`config.mk`:
```
export PLATFORM = sky130hd
export DESIGN_NAME = calc_operand_entry_flat
export DESIGN_NICKNAME = d
export VERILOG_FILES = /design/src/rtl/calc_operand_entry_if.sv /design/src/rtl/calc_operand_entry.sv /design/src/flat_wrapper.sv
export SDC_FILE = /design/constraint.sdc
export NUM_CORES = 1
export LEC_CHECK = 0
export CORE_MARGIN = 5
export CORE_UTILIZATION = 29
export CTS_CLUSTER_DIAMETER = 40
export CTS_CLUSTER_SIZE = 10
export DETAILED_ROUTE_END_ITERATION = 12
export SYNTH_ARGS = -nofsm -noshare
export SYNTH_HDL_FRONTEND = slang
export SYNTH_SLANG_ARGS = --single-unit
```
`constraint.sdc`:
```
create_clock -name clk -period 2.13 [get_ports clk]
set_input_delay 0.426 -clock clk [delete_from_list [all_inputs] [get_ports clk]]
set_output_delay 0.426 -clock clk [all_outputs]
set_load 0.03 [all_outputs]
```
`src/rtl/calc_operand_entry_if.sv`:
```
// Handshake and data bundle between the keypad/top FSM (master) and one operand
// entry block (slave). The value width follows NDIGITS.
interface calc_operand_entry_if #(
  parameter int NDIGITS = 4
);
  localparam int CW = $clog2(NDIGITS + 1);

  logic                   enable;
  logic                   key_valid;
  logic [3:0]             key_code;
  logic [4*NDIGITS-1:0]   value;
  logic [CW-1:0]          digit_count;
  logic                   digit_strobe;
  logic                   busy;
  logic                   done;
  logic                   overflow;

  modport master (
    output enable, key_valid, key_code,
    input  value, digit_count, digit_strobe, busy, done, overflow
  );

  modport slave (
    input  enable, key_valid, key_code,
    output value, digit_count, digit_strobe, busy, done, overflow
  );
endinterface

```
`src/rtl/calc_operand_entry.sv`:
```
// BCD operand entry: edge-detects keypad strobes and shifts digits into a register,
// with backspace, clear, enter and optional auto-commit when the buffer fills.
module calc_operand_entry #(
  parameter int NDIGITS     = 4,
  parameter bit AUTO_COMMIT = 1'b1
) (
  input logic                 clk,
  input logic                 reset,
  calc_operand_entry_if.slave bus
);
  localparam int VW = 4 * NDIGITS;
  localparam int CW = $clog2(NDIGITS + 1);
  localparam logic [CW-1:0] FULL      = CW'(NDIGITS);
  localparam logic [CW-1:0] ONE       = CW'(1);
  localparam logic [3:0]    KEY_BACK  = 4'hB;
  localparam logic [3:0]    KEY_CLEAR = 4'hC;
  localparam logic [3:0]    KEY_ENTER = 4'hE;

  typedef enum logic [1:0] {IDLE, ENTRY, COMMIT} state_t;

  state_t          state, state_next;
  logic            key_prev;
  logic            key_event;
  logic [VW-1:0]   value_q, value_next;
  logic [CW-1:0]   count_q, count_next;
  logic            strobe_q, strobe_next;
  logic            busy_q, busy_next;
  logic            done_q, done_next;
  logic            ovf_q, ovf_next;

  assign key_event = bus.key_valid & ~key_prev;

  always_ff @(posedge clk) begin
    if (reset) begin
      state    <= IDLE;
      key_prev <= 1'b0;
      value_q  <= '0;
      count_q  <= '0;
      strobe_q <= 1'b0;
      busy_q   <= 1'b0;
      done_q   <= 1'b0;
      ovf_q    <= 1'b0;
    end else begin
      state    <= state_next;
      key_prev <= bus.key_valid;
      value_q  <= value_next;
      count_q  <= count_next;
      strobe_q <= strobe_next;
      busy_q   <= busy_next;
      done_q   <= done_next;
      ovf_q    <= ovf_next;
    end
  end

  // Key events only matter in ENTRY; losing enable there aborts ahead of any key.
  always_comb begin
    state_next  = state;
    value_next  = value_q;
    count_next  = count_q;
    strobe_next = 1'b0;
    ovf_next    = 1'b0;
    unique case (state)
      IDLE: begin
        if (bus.enable) begin
          state_next = ENTRY;
          value_next = '0;
          count_next = '0;
        end
      end
      ENTRY: begin
        if (!bus.enable) begin
          state_next = IDLE;
          value_next = '0;
          count_next = '0;
        end else if (key_event) begin
          if (bus.key_code <= 4'd9) begin
            if (count_q < FULL) begin
              value_next  = {value_q[VW-5:0], bus.key_code};
              count_next  = count_q + ONE;
              strobe_next = 1'b1;
              if (AUTO_COMMIT && (count_q == FULL - ONE)) begin
                state_next = COMMIT;
              end
            end else if (!AUTO_COMMIT) begin
              ovf_next = 1'b1;
            end
          end else begin
            case (bus.key_code)
              KEY_BACK: begin
                if (count_q != '0) begin
                  value_next = value_q >> 4;
                  count_next = count_q - ONE;
                end
              end
              KEY_CLEAR: begin
                value_next = '0;
                count_next = '0;
              end
              KEY_ENTER: state_next = COMMIT;
              default: ;
            endcase
          end
        end
      end
      COMMIT: state_next = IDLE;
      default: state_next = IDLE;
    endcase
    busy_next = (state_next == ENTRY);
    done_next = (state_next == COMMIT);
  end

  assign bus.value        = value_q;
  assign bus.digit_count  = count_q;
  assign bus.digit_strobe = strobe_q;
  assign bus.busy         = busy_q;
  assign bus.done         = done_q;
  assign bus.overflow     = ovf_q;
endmodule

```
`src/flat_wrapper.sv`:
```
// flat-port wrapper written by rule: the top's interface ports become plain ports
module calc_operand_entry_flat 
#(
  parameter int NDIGITS     = 4,
  parameter bit AUTO_COMMIT = 1'b1
)
  (clk, reset, bus_enable, bus_key_valid, bus_key_code, bus_value, bus_digit_count, bus_digit_strobe, bus_busy, bus_done, bus_overflow);
  calc_operand_entry_if #(.NDIGITS(NDIGITS)) bus_i ();
  input logic clk;
  input logic reset;
  input wire logic [$bits(bus_i.enable)-1:0] bus_enable;
  input wire logic [$bits(bus_i.key_valid)-1:0] bus_key_valid;
  input wire logic [$bits(bus_i.key_code)-1:0] bus_key_code;
  output wire logic [$bits(bus_i.value)-1:0] bus_value;
  output wire logic [$bits(bus_i.digit_count)-1:0] bus_digit_count;
  output wire logic [$bits(bus_i.digit_strobe)-1:0] bus_digit_strobe;
  output wire logic [$bits(bus_i.busy)-1:0] bus_busy;
  output wire logic [$bits(bus_i.done)-1:0] bus_done;
  output wire logic [$bits(bus_i.overflow)-1:0] bus_overflow;
  assign bus_i.enable = bus_enable;
  assign bus_i.key_valid = bus_key_valid;
  assign bus_i.key_code = bus_key_code;
  assign bus_value = bus_i.value;
  assign bus_digit_count = bus_i.digit_count;
  assign bus_digit_strobe = bus_i.digit_strobe;
  assign bus_busy = bus_i.busy;
  assign bus_done = bus_i.done;
  assign bus_overflow = bus_i.overflow;
  calc_operand_entry #(.NDIGITS(NDIGITS), .AUTO_COMMIT(AUTO_COMMIT)) u_core (.clk(clk), .reset(reset), .bus(bus_i));
endmodule
```
# Word-level counts from Yosys, hierarchy flattened
# Cells that the tools add are included.
op_classes:
  muxes: 25
  add_sub_neg: 2
  n_eq_ne: 12
  n_bitwise: 6
  order_cmp: 2
  n_reduce_logical: 5
ops:
  columns: ["op", "count"]
  rows:
  - ["$mux 16", 6]
  - ["$pmux 16 s2", 2]
  - ["$mux 3", 6]
  - ["$mux 2", 7]
  - ["$eq 4x4->1 const B", 3]
  - ["$pmux 3 s2", 2]
  - ["$ne 5x3->1 const B", 2]
  - ["$reduce_and 6->1", 1]
  - ["$not 1->1", 5]
  - ["$reduce_or 5->1", 1]
  - ["$eq 2x1->1 const B", 2]
  - ["$le 4x4->1 const B", 1]
  - ["$ne 4x4->1 const B", 1]
  - ["$pmux 2 s2", 1]
  - ["$add 3x1->3 const B", 1]
  - ["$eq 3x2->1 const B", 1]
  - ["$lt 3x3->1 const B", 1]
  - ["$ne 3x2->1 const B", 1]
  - ["$reduce_bool 3->1", 1]
  - ["$sub 3x1->3 const B", 1]
  - ["$eq 2x2->1 const B", 1]
  - ["$logic_not 2->1", 1]
  - ["$ne 2x2->1 const B", 1]
  - ["$reduce_bool 2->1", 1]
  - ["other kinds (2)", 2]
word_totals:
  ff_bits: 25

# Depth between registers and ports, before layout
# Gate-level depths: netlist (run 1).
depth:
  ltp_word: 8
  depth_mapped: 7

# Worst setup path after synthesis (run 1)
# Ideal clock, no wire load.
synth_path:
  path_kind: "flip-flop to flip-flop"
  startpoint: "register u_core.count_q[0] (netlist: u_core.bus.digit_count[0])"
  endpoint: "register u_core.value_q[0] (netlist: u_core.bus.value[0])"
  stages_incl_launch_ff: 8
  setup_slack_ns: 0.352
  synth_period_minus_slack_ns: 1.778
  setup_time_ns: 0.119
  t_arrival_ns: 1.658
  n_path_buf: 1
  t_required_ns: 2.011
  cell_sequence: "dfxtp_1 > inv_1 > ha_1 > and3b_1 > o21ai_4 > a31oi_4 > buf_8 > o2bb2ai_1"
synth_via:
  elab_chain_cells: 3
  word_cells_on_any_way: 5
synth_lines:
  columns: ["item", "line", "text"]
  rows:
  - ["start: declaration", "calc_operand_entry.sv:25", "logic [CW-1:0] count_q, count_next;"]
  - ["start signal: assignment", "calc_operand_entry.sv:47", "count_q <= count_next;"]
  - ["$lt 3x3->1 or $reduce_bool 3->1 (tied branches)", "calc_operand_entry.sv:77, calc_operand_entry.sv:90", null]
  - ["$ne 4x4->1 (no source line) or $ne 5x3->1 (tied branches)", null, null]
  - ["$reduce_and 6->1 (no source line) (*)", null, null]
  - ["end signal: assignment", "calc_operand_entry.sv:46", "value_q <= value_next;"]
  - ["end: declaration", "calc_operand_entry.sv:24", "logic [VW-1:0] value_q, value_next;"]
# Mark *: on every way between the ends. The rest lies on a longest branch, timed or not.
# A chain may end at the register's enable or synchronous reset.

# Worst setup path after layout (run 1)
layout_path:
  startpoint: "input bus_key_code[2]"
  endpoint: "register u_core.value_q[0] (netlist: u_core.bus.value[0])"
layout_via:
  elab_chain_cells: 6
  word_cells_on_any_way: 12
layout_lines:
  columns: ["item", "line", "text"]
  rows:
  - ["start: declaration", "flat_wrapper.sv:13", "input wire logic [$bits(bus_i.key_code)-1:0] bus_key_code;"]
  - ["$eq 4x4->1", "calc_operand_entry.sv:88", "case (bus.key_code)"]
  - ["$pmux 16 s2", "calc_operand_entry.sv:88", null]
  - ["$mux 16", "calc_operand_entry.sv:76", "if (bus.key_code <= 4'd9) begin"]
  - ["$mux 16", "calc_operand_entry.sv:75", "end else if (key_event) begin"]
  - ["$mux 16", "calc_operand_entry.sv:71", "if (!bus.enable) begin"]
  - ["$pmux 16 s2", "calc_operand_entry.sv:62", "unique case (state)"]
# Several ways; a longest one is shown, not always the timed one. The select of a mux whose other input is x is not followed.

==> flow_summary.toml, run 1 <==
[global_route]
antenna_found_initial = 0
grt_pass1_wl_um = 4660
grt-ovfl-total = 0
grt_usage_pct = 10.9
grt_max_degree = 21
grt_pass1_vias = 971

[floorplan]
rows = 23
initial_utilization_pct = 30.2
die_area_um2 = 5590
die-height_um = 74.8
ios = 31
die_w_um = 74.8
coreArea_um2 = 4030

[synthesis]
ys_warn_count = 0
syn_area_per_cell_um2 = 10.6
synth-edff-count = 0
netlist_instances = 115
seq_area_frac_synth_pct = 41.2
syn_nets = 127
synth_async_sr_flop_share_pct = 0
synthFlopType = "dfxtp_1"
synth_area_um2 = 1220
synth-seq-cells = 25
ys_types = 41

[layout]
drive_gt1_share_pct = 13.1
layout_common_cells = "clkdlybuf4s50_1, dfxtp_1, o2bb2ai_1"
area_growth_pct = 30.3
diodes = 0
final_cells = 195
fillerInstances = 404
final_util_pct = 39.3
final_nets = 158
layout_commonest_cell = "clkdlybuf4s50_1"

[clocking]
cts_hold_buf = 0
cts_made_buffers = 3
clk-insertion-delay-late_ps = 280
cts_resized = 0
cts_tree = "done"
cts_htree_levels = 1
cts_setup_buffers = 0
clkSinkCount = 25
clockBufferDepth = 2
cts.reportedPaths.clkPinSlew_ps = 100
cts-root-buf = "clkbuf_8"

[worst_setup_path]
cp-start-kind = "primary input"
worstSetupPathType = "in -> reg"
critPathRequiredTime_ps = 2310
crit_arrival_ps = 2110
critical_path.max_fanout = 9
crit_path_end_kind = "register"
r2r_start = "u_core.bus.digit_count[0]$_SDFFE_PP0P_"
cp-startpoint = "bus_key_code[2]"

[power_and_ir_drop]
p_leak_nw = 0.545
finalPower_w = 0.000880
power.share.clock_pct = 34.4
power_density_nw_per_um2 = 555
ir_worst_vdd_mv = 0.219
combPwrFrac_pct = 11.8
power.internal_w = 0.000653
p_switching_w = 0.000227
swShare_pct = 25.8
seqPwrFrac_pct = 53.8

[sta]
finalCriticalPeriod_ps = 1940
whs_ps = 469
min_period_over_period_pct = 91.0
worst_slack_ps = 192
maxSlewViolCount = 0
relSlewSlack_pct = 60.6
worstMarginPinSlew_ps = 591
grt_setup_unrepaired = "no"
setup_violations = 0
max_freq_mhz = 516
finalHoldViolCount = 0
worst_clock_skew_ps = 17.0

[routing]
postRouteWirelength_um = 2890
drcViolationCount = 0
drtPass1Iterations = 4
vias = 989
routedWlPerCell_um = 14.8
viasPerCell = 5.07
drtAntennaViolNets = 0
drt_iter0_markers = 54

[placed_design]
gp_congestion = 0.751
placed_cells = 191
hpwl_um = 2030
io_buffers = 29
preCtsSetupSlack_ps = -78.3

[hold_path]
min_path_type = "reg -> reg"
hp-start = "u_core.bus.value[10]$_SDFFE_PP0P_"

[job]
maxCapViolCount = 0

[run_status]
status = "finished clean"
[power by group through the flow]
stage                     Clock, W  Sequential, W  Combinational, W
after floorplan                  0       0.000488         0.0000726
after global placement           0       0.000484          0.000102
after detailed placement         0       0.000485          0.000104
after CTS                 0.000313       0.000474          0.000104
after global routing      0.000329       0.000474          0.000112
final                     0.000303       0.000474          0.000104
[kinds of logic after synthesis]
logic type | share of synthesized area [%]
AOI/OAI and AO/OA | 30.9
and+or+nand+nor | 13.1
DFF | 41.2
buffers and inverters | 7.72
adders and majority gates | 4.12
muxes | 2.06
other | 0.308
xor gates and xnor gates | 0.720
[flip-flops by register name, indices dropped and copies added (netlist names)]
register,flops
u_core.bus.busy,1
u_core.bus.digit_count,3
u_core.bus.digit_strobe,1
u_core.bus.done,1
u_core.bus.value,16
u_core.key_prev,1
u_core.state,2
[path summary, 6_finish.rpt]
check | cells after the start | slack, ps | endpoint
max | 5 | 190 | u_core.bus.value[0]$_SDFFE_PP0P_
min | 2 | 470 | u_core.bus.value[14]$_SDFFE_PP0P_
max reg2reg | 6 | 440 | u_core.bus.value[6]$_SDFFE_PP0P_
min reg2reg | 2 | 470 | u_core.bus.value[14]$_SDFFE_PP0P_
[synth_stat cells, types with 2 or more instances]
cell | n | area (µm²)
a21oi_1 | 4 | 20.0
a22oi_1 | 7 | 52.6
and3_1 | 3 | 18.8
buf_2 | 2 | 10.0
buf_4 | 3 | 22.5
buf_6 | 2 | 22.5
dfxtp_1 | 25 | 500
ha_1 | 4 | 50.1
inv_1 | 4 | 15.0
nand2_1 | 7 | 26.3
nand3_1 | 2 | 10.0
nor2_1 | 2 | 7.51
nor3_1 | 2 | 10.0
nor3b_1 | 3 | 22.5
o21ai_4 | 2 | 32.5
o2bb2ai_1 | 17 | 149
o2bb2ai_2 | 2 | 30.0
[area by class of cell]
class	count	area [µm²]	share of cell area, %
Tap cell	50	62.6	3.95
Multi-Input combinational cell	77	622	39.2
Clock buffer	3	41.3	2.60
Timing Repair Buffer	35	335	21.2
Sequential cell	25	500	31.6
Clock inverter	1	8.76	0.552
Inverter	4	15.0	0.947
[routing by layer]
layer | GRT usage (%) | vias to the layer above | part of all wire (%)
met4 | 4.35 | 0 | 1.6
met1 | 14.1 | 469 | 48
met5 | 0 | - | 0
li1 | - | 484 | -
met3 | 3.47 | 4 | 6.3
met2 | 17.0 | 32 | 44
[worst max-delay path, stage by stage]
cell             delay [ps]
clkdlybuf4s50_1         680
nand4bb_1               330
and2_1                  380
a22oi_1                 210
o2bb2ai_1                80
[per-stage QoR]
stage / setup TNS [ps] / area [µm²]
3_5_place_dp: -736 / 1540
6_report: 0 / 1590
2_1_floorplan: 0 / 1220
3_3_place_gp: -128 / 1540
4_1_cts: 0 / 1590
5_1_grt: 0 / 1590
Power figures use the tool's default switching activity.
==> inputs of run 2 (changes only) <==
REMOVE_ABC_BUFFERS = 1   (was not set)
==> run 2 against run 1 <==
  * Sequential power is essentially flat
  * Die area is the same
  * Setup slack gained 19 ps
  * Largest power group unchanged
  * Flip-flop and latch count is the same
  * Combinational power is essentially flat
  * Cell count grew 0.51%
  * Sequential share of layout area shrank 0.37 points
==> flow_summary.toml, run 2 (synthesized netlist as in run 1, its figures left out) <==
[run_status]
status = "finished clean"

[worst_setup_path]
worstSetupPathDepth = 6
crit_arrival_ps = 2090
critical_path.max_fanout = 8
cp-start-kind = "primary input"
crit_family = "buffers and inverters"
crit_path_end_kind = "register"
crit_path_top_delay_cell = "clkdlybuf4s50_1"
critPathBufInv = 2
critPathMaxStageDelay_ps = 510
critPathRequiredTime_ps = 2300
r2r_start = "u_core.bus.digit_count[0]$_SDFFE_PP0P_"
cp-startpoint = "bus_key_code[1]"
crit_chain = "clkdlybuf4s50_1 > buf_4 > nand4bb_1 > and2_1 > mux2i_1 > o2bb2ai_2"
r2r_cells = 6
worstSetupPathType = "in -> reg"

[sta]
worst_clock_skew_ps = 5.72
finalHoldViolCount = 0
max_freq_mhz = 521
worstMarginPinSlew_ps = 608
grt_setup_unrepaired = "no"
min_period_over_period_pct = 90.1
worst_slack_ps = 211
maxSlewViolCount = 0
setup_violations = 0
relSlewSlack_pct = 59.4
whs_ps = 482
finalCriticalPeriod_ps = 1920

[floorplan]
coreArea_um2 = 4030
ios = 31
die_w_um = 74.8
die-height_um = 74.8
initial_utilization_pct = 30.2
rows = 23
die_area_um2 = 5590

[routing]
drt_iter0_markers = 39
wl_met2_um = 1380
wl_met1_um = 1300
drtPass1Iterations = 4
drcViolationCount = 0
routedWlPerCell_um = 14.8
viasPerCell = 4.98
drtAntennaViolNets = 0
met3_length_um = 205
dr.max_layer_used = "met4"
vias = 976
postRouteWirelength_um = 2900

[layout]
area_growth_pct = 31.9
largest_reg_flops = 16
final_cells = 196
final_nets = 159
drive_gt1_share_pct = 13.7
diodes = 0
layout_common_cells = "clkdlybuf4s50_1, dfxtp_1, o2bb2ai_1"
layout_commonest_cell = "clkdlybuf4s50_1"
fillerInstances = 405
final_util_pct = 39.8

[power_and_ir_drop]
power_density_nw_per_um2 = 542
p_leak_nw = 0.552
finalPower_w = 0.000870
ir_worst_vdd_mv = 0.308

[clocking]
clockBufferDepth = 2
cts_resized = 0
clkSinkCount = 25
cts_htree_levels = 1
cts_tree = "done"
cts_setup_buffers = 0
cts_hold_buf = 0
cts.reportedPaths.clkPinSlew_ps = 90
cts_made_buffers = 3
clk-insertion-delay-late_ps = 270
cts-root-buf = "clkbuf_8"

[placed_design]
io_buffers = 29
preCtsSetupSlack_ps = -73.8
gp_congestion = 0.765
placed_cells = 192
hpwl_um = 2080

[hold_path]
hold_depth = 1
hp-start = "u_core.bus.value[14]$_SDFFE_PP0P_"
min_path_type = "reg -> reg"

[global_route]
grt_usage_pct = 10.9
grt_max_degree = 21
grt_pass1_vias = 986
antenna_found_initial = 0
grt_pass1_wl_um = 4750
grt-ovfl-total = 0

[job]
maxCapViolCount = 0
-- run 2: cell count changes in the layout (fill, tap and decap cells not counted) --
cell,change
buf_12,+1
clkinvlp_4,+1
inv_6,-1
-- run 2: per-stage QoR --
stage | cell area (µm²) | TNS, ps
finish | 1600 | 0
global placement | 1560 | -347
CTS | 1600 | 0
floorplan | 1140 | 0
global route | 1600 | 0
detailed placement | 1560 | -631
-- run 2: final cells by class --
cell class | instances | area (µm²) | area share (%)
multi-input cells | 77 | 622 | 38.8
inverters | 4 | 15.0 | 0.936
flip-flops and latches | 25 | 500 | 31.2
repair buffers | 36 | 355 | 22.2
well taps | 50 | 62.6 | 3.90
clock buffers | 3 | 41.3 | 2.57
clock inverters | 1 | 7.51 | 0.468
-- run 2: worst reg2reg max path, stage by stage, from the launching register on --
cell and delay [ps]:
dfxtp_1 360, inv_1 110, ha_1 140, and3b_1 210, o21ai_4 80, a31oi_4 530
o2bb2ai_1 180
-- run 2: power breakdown --
| group | internal, W | leakage, nW | switching (W) |
|---|---|---|---|
| Clock | 0.000132 | 0.0217 | 0.000157 |
| Sequential | 0.000471 | 0.202 | 0.00000252 |
| Combinational | 0.0000464 | 0.328 | 0.0000604 |
| Total | 0.000650 | 0.552 | 0.000220 |
-- run 2: metal layers --
layer  vias to the layer above  track usage [%]
li1                        485                -
met1                       470             13.7
met2                        19             18.1
met3                         2             3.34
met4                         0             2.96
met5                         -                0
-- run 2: final timing paths --
| kind | endpoint | slack (ps) |
|---|---|---|
| worst min-delay path | u_core.bus.value[14]$_SDFFE_PP0P_ | 480 |
| worst max-delay path | u_core.bus.digit_count[1]$_SDFFE_PP0P_ | 210 |
| worst max register to register | u_core.bus.digit_count[2]$_SDFFE_PP0P_ | 450 |
| worst min register to register | u_core.bus.value[14]$_SDFFE_PP0P_ | 480 |
==> inputs of run 3 (changes only) <==
CAP_MARGIN = 15   (was not set)
PLACE_DENSITY_LB_ADDON = 0.12   (was not set)
SKIP_CTS_REPAIR_TIMING = 1   (was not set)
==> run 3 against run 2 <==
  * Setup slack improved by 41 ps
  * Flip-flop and latch count is the same
  * Cell count unchanged
  * Clock power about the same
  * Core utilization shrank 0.062 points
  * Sequential power is essentially flat
==> flow_summary.toml, run 3 (synthesized netlist as in run 1, its figures left out) <==
[floorplan]
initial_utilization_pct = 30.2
ios = 31
die_area_um2 = 5590
die-height_um = 74.8
coreArea_um2 = 4030
die_w_um = 74.8
rows = 23

[power_and_ir_drop]
combPwrFrac_pct = 12.3
power.internal_w = 0.000648
p_switching_w = 0.000220
seqPwrFrac_pct = 54.5
power_density_nw_per_um2 = 542
ir_worst_vdd_mv = 0.216
power.share.clock_pct = 33.1
p_leak_nw = 0.556
swShare_pct = 25.3

[global_route]
grt_max_degree = 21
grt_usage_pct = 11.1
grt_pass1_wl_um = 4780
grt-ovfl-total = 0
grt_pass1_vias = 1010
antenna_found_initial = 0

[layout]
diodes = 0
fillerInstances = 416
final_cells = 196
largest_reg_flops = 16
drive_gt1_share_pct = 13.7
final_nets = 159
layout_commonest_cell = "clkdlybuf4s50_1"
area_growth_pct = 31.7
layout_common_cells = "clkdlybuf4s50_1, dfxtp_1, o2bb2ai_1"
fin_area_um2 = 1600

[sta]
maxSlewViolCount = 0
finalHoldViolCount = 0
worstMarginPinSlew_ps = 633
relSlewSlack_pct = 57.8
finalCriticalPeriod_ps = 1880
min_period_over_period_pct = 88.2
max_freq_mhz = 533
grt_setup_unrepaired = "no"
whs_ps = 481
worst_clock_skew_ps = 1.10
setup_violations = 0

[worst_setup_path]
worstSetupPathType = "in -> reg"
critical_path.max_fanout = 8
crit_arrival_ps = 2040
cp-start-kind = "primary input"
crit_path_end_kind = "register"
worst-r2r-setup-slack_ps = 430
critPathRequiredTime_ps = 2300

[routing]
drtAntennaViolNets = 0
drtPass1Iterations = 4
postRouteWirelength_um = 2930
vias = 981
viasPerCell = 5.01
drt_iter0_markers = 22
drcViolationCount = 0
routedWlPerCell_um = 15.0

[clocking]
cts_htree_levels = 1
cts-root-buf = "clkbuf_8"
cts.reportedPaths.clkPinSlew_ps = 90
clkSinkCount = 25
cts_tree = "done"
clockBufferDepth = 2
cts_made_buffers = 3
clk-insertion-delay-late_ps = 270

[placed_design]
io_buffers = 29
gp_congestion = 0.733
placed_area_um2 = 1560
hpwl_um = 2080
placed_cells = 192

[run_status]
status = "finished clean"

[hold_path]
min_path_type = "reg -> reg"

[job]
maxCapViolCount = 0
-- run 3: cell count changes in the layout (fill, tap and decap cells not counted), sizes merged --
cell,change
clkinv,+1
clkinvlp,-1
-- run 3: through the flow --
stage                     power [W]  TNS, ps  utilization [%]  setup slack, ps
final                      0.000868        0             39.8              252
after global routing       0.000904        0             39.8              132
after CTS                  0.000883        0             39.8              205
after detailed placement   0.000593     -598             38.6            -76.1
after global placement     0.000591     -375             38.6            -60.3
after floorplan            0.000540        0                -              160
-- run 3: final timing paths --
path,start,cells past startpoint,end
worst max register to register,u_core.bus.digit_count[0]$_SDFFE_PP0P_,6,u_core.bus.value[1]$_SDFFE_PP0P_
worst min-delay path,u_core.bus.value[15]$_SDFFE_PP0P_,1,u_core.bus.value[15]$_SDFFE_PP0P_
worst min register to register,u_core.bus.value[15]$_SDFFE_PP0P_,1,u_core.bus.value[15]$_SDFFE_PP0P_
worst max-delay path,bus_key_code[0],6,u_core.bus.value[0]$_SDFFE_PP0P_
-- run 3: area by class of cell --
class | count | area [µm²] | share of cell area, %
multi-input combinational | 77 | 622 | 38.8
clock buffer | 3 | 41.3 | 2.58
inverter | 4 | 15.0 | 0.937
clock inverter | 1 | 5.00 | 0.312
timing repair buffer | 36 | 355 | 22.2
tap | 50 | 62.6 | 3.91
sequential | 25 | 500 | 31.2
-- run 3: layer usage --
metal  track usage, %  vias to the layer above  wire length [µm]
met3             2.27                        6               112
li1                 -                      487                 -
met2             18.2                       24              1380
met1             14.1                      464              1400
met4             4.74                        0                45
met5                0                        -                 0
-- run 3: power groups by stage --
stage / sequential [W] / clock [W] / combinational (W)
after floorplan: 0.000488 / 0 / 0.0000521
after global placement: 0.000484 / 0 / 0.000107
after detailed placement: 0.000485 / 0 / 0.000108
after CTS: 0.000474 / 0.000301 / 0.000109
after global routing: 0.000474 / 0.000314 / 0.000115
final: 0.000474 / 0.000288 / 0.000107
-- run 3: critical path: stages --
cell,delay (ps)
clkdlybuf4s50_1,490
buf_4,180
nand4bb_1,310
and2_1,360
a22oi_1,190
o2bb2ai_1,80
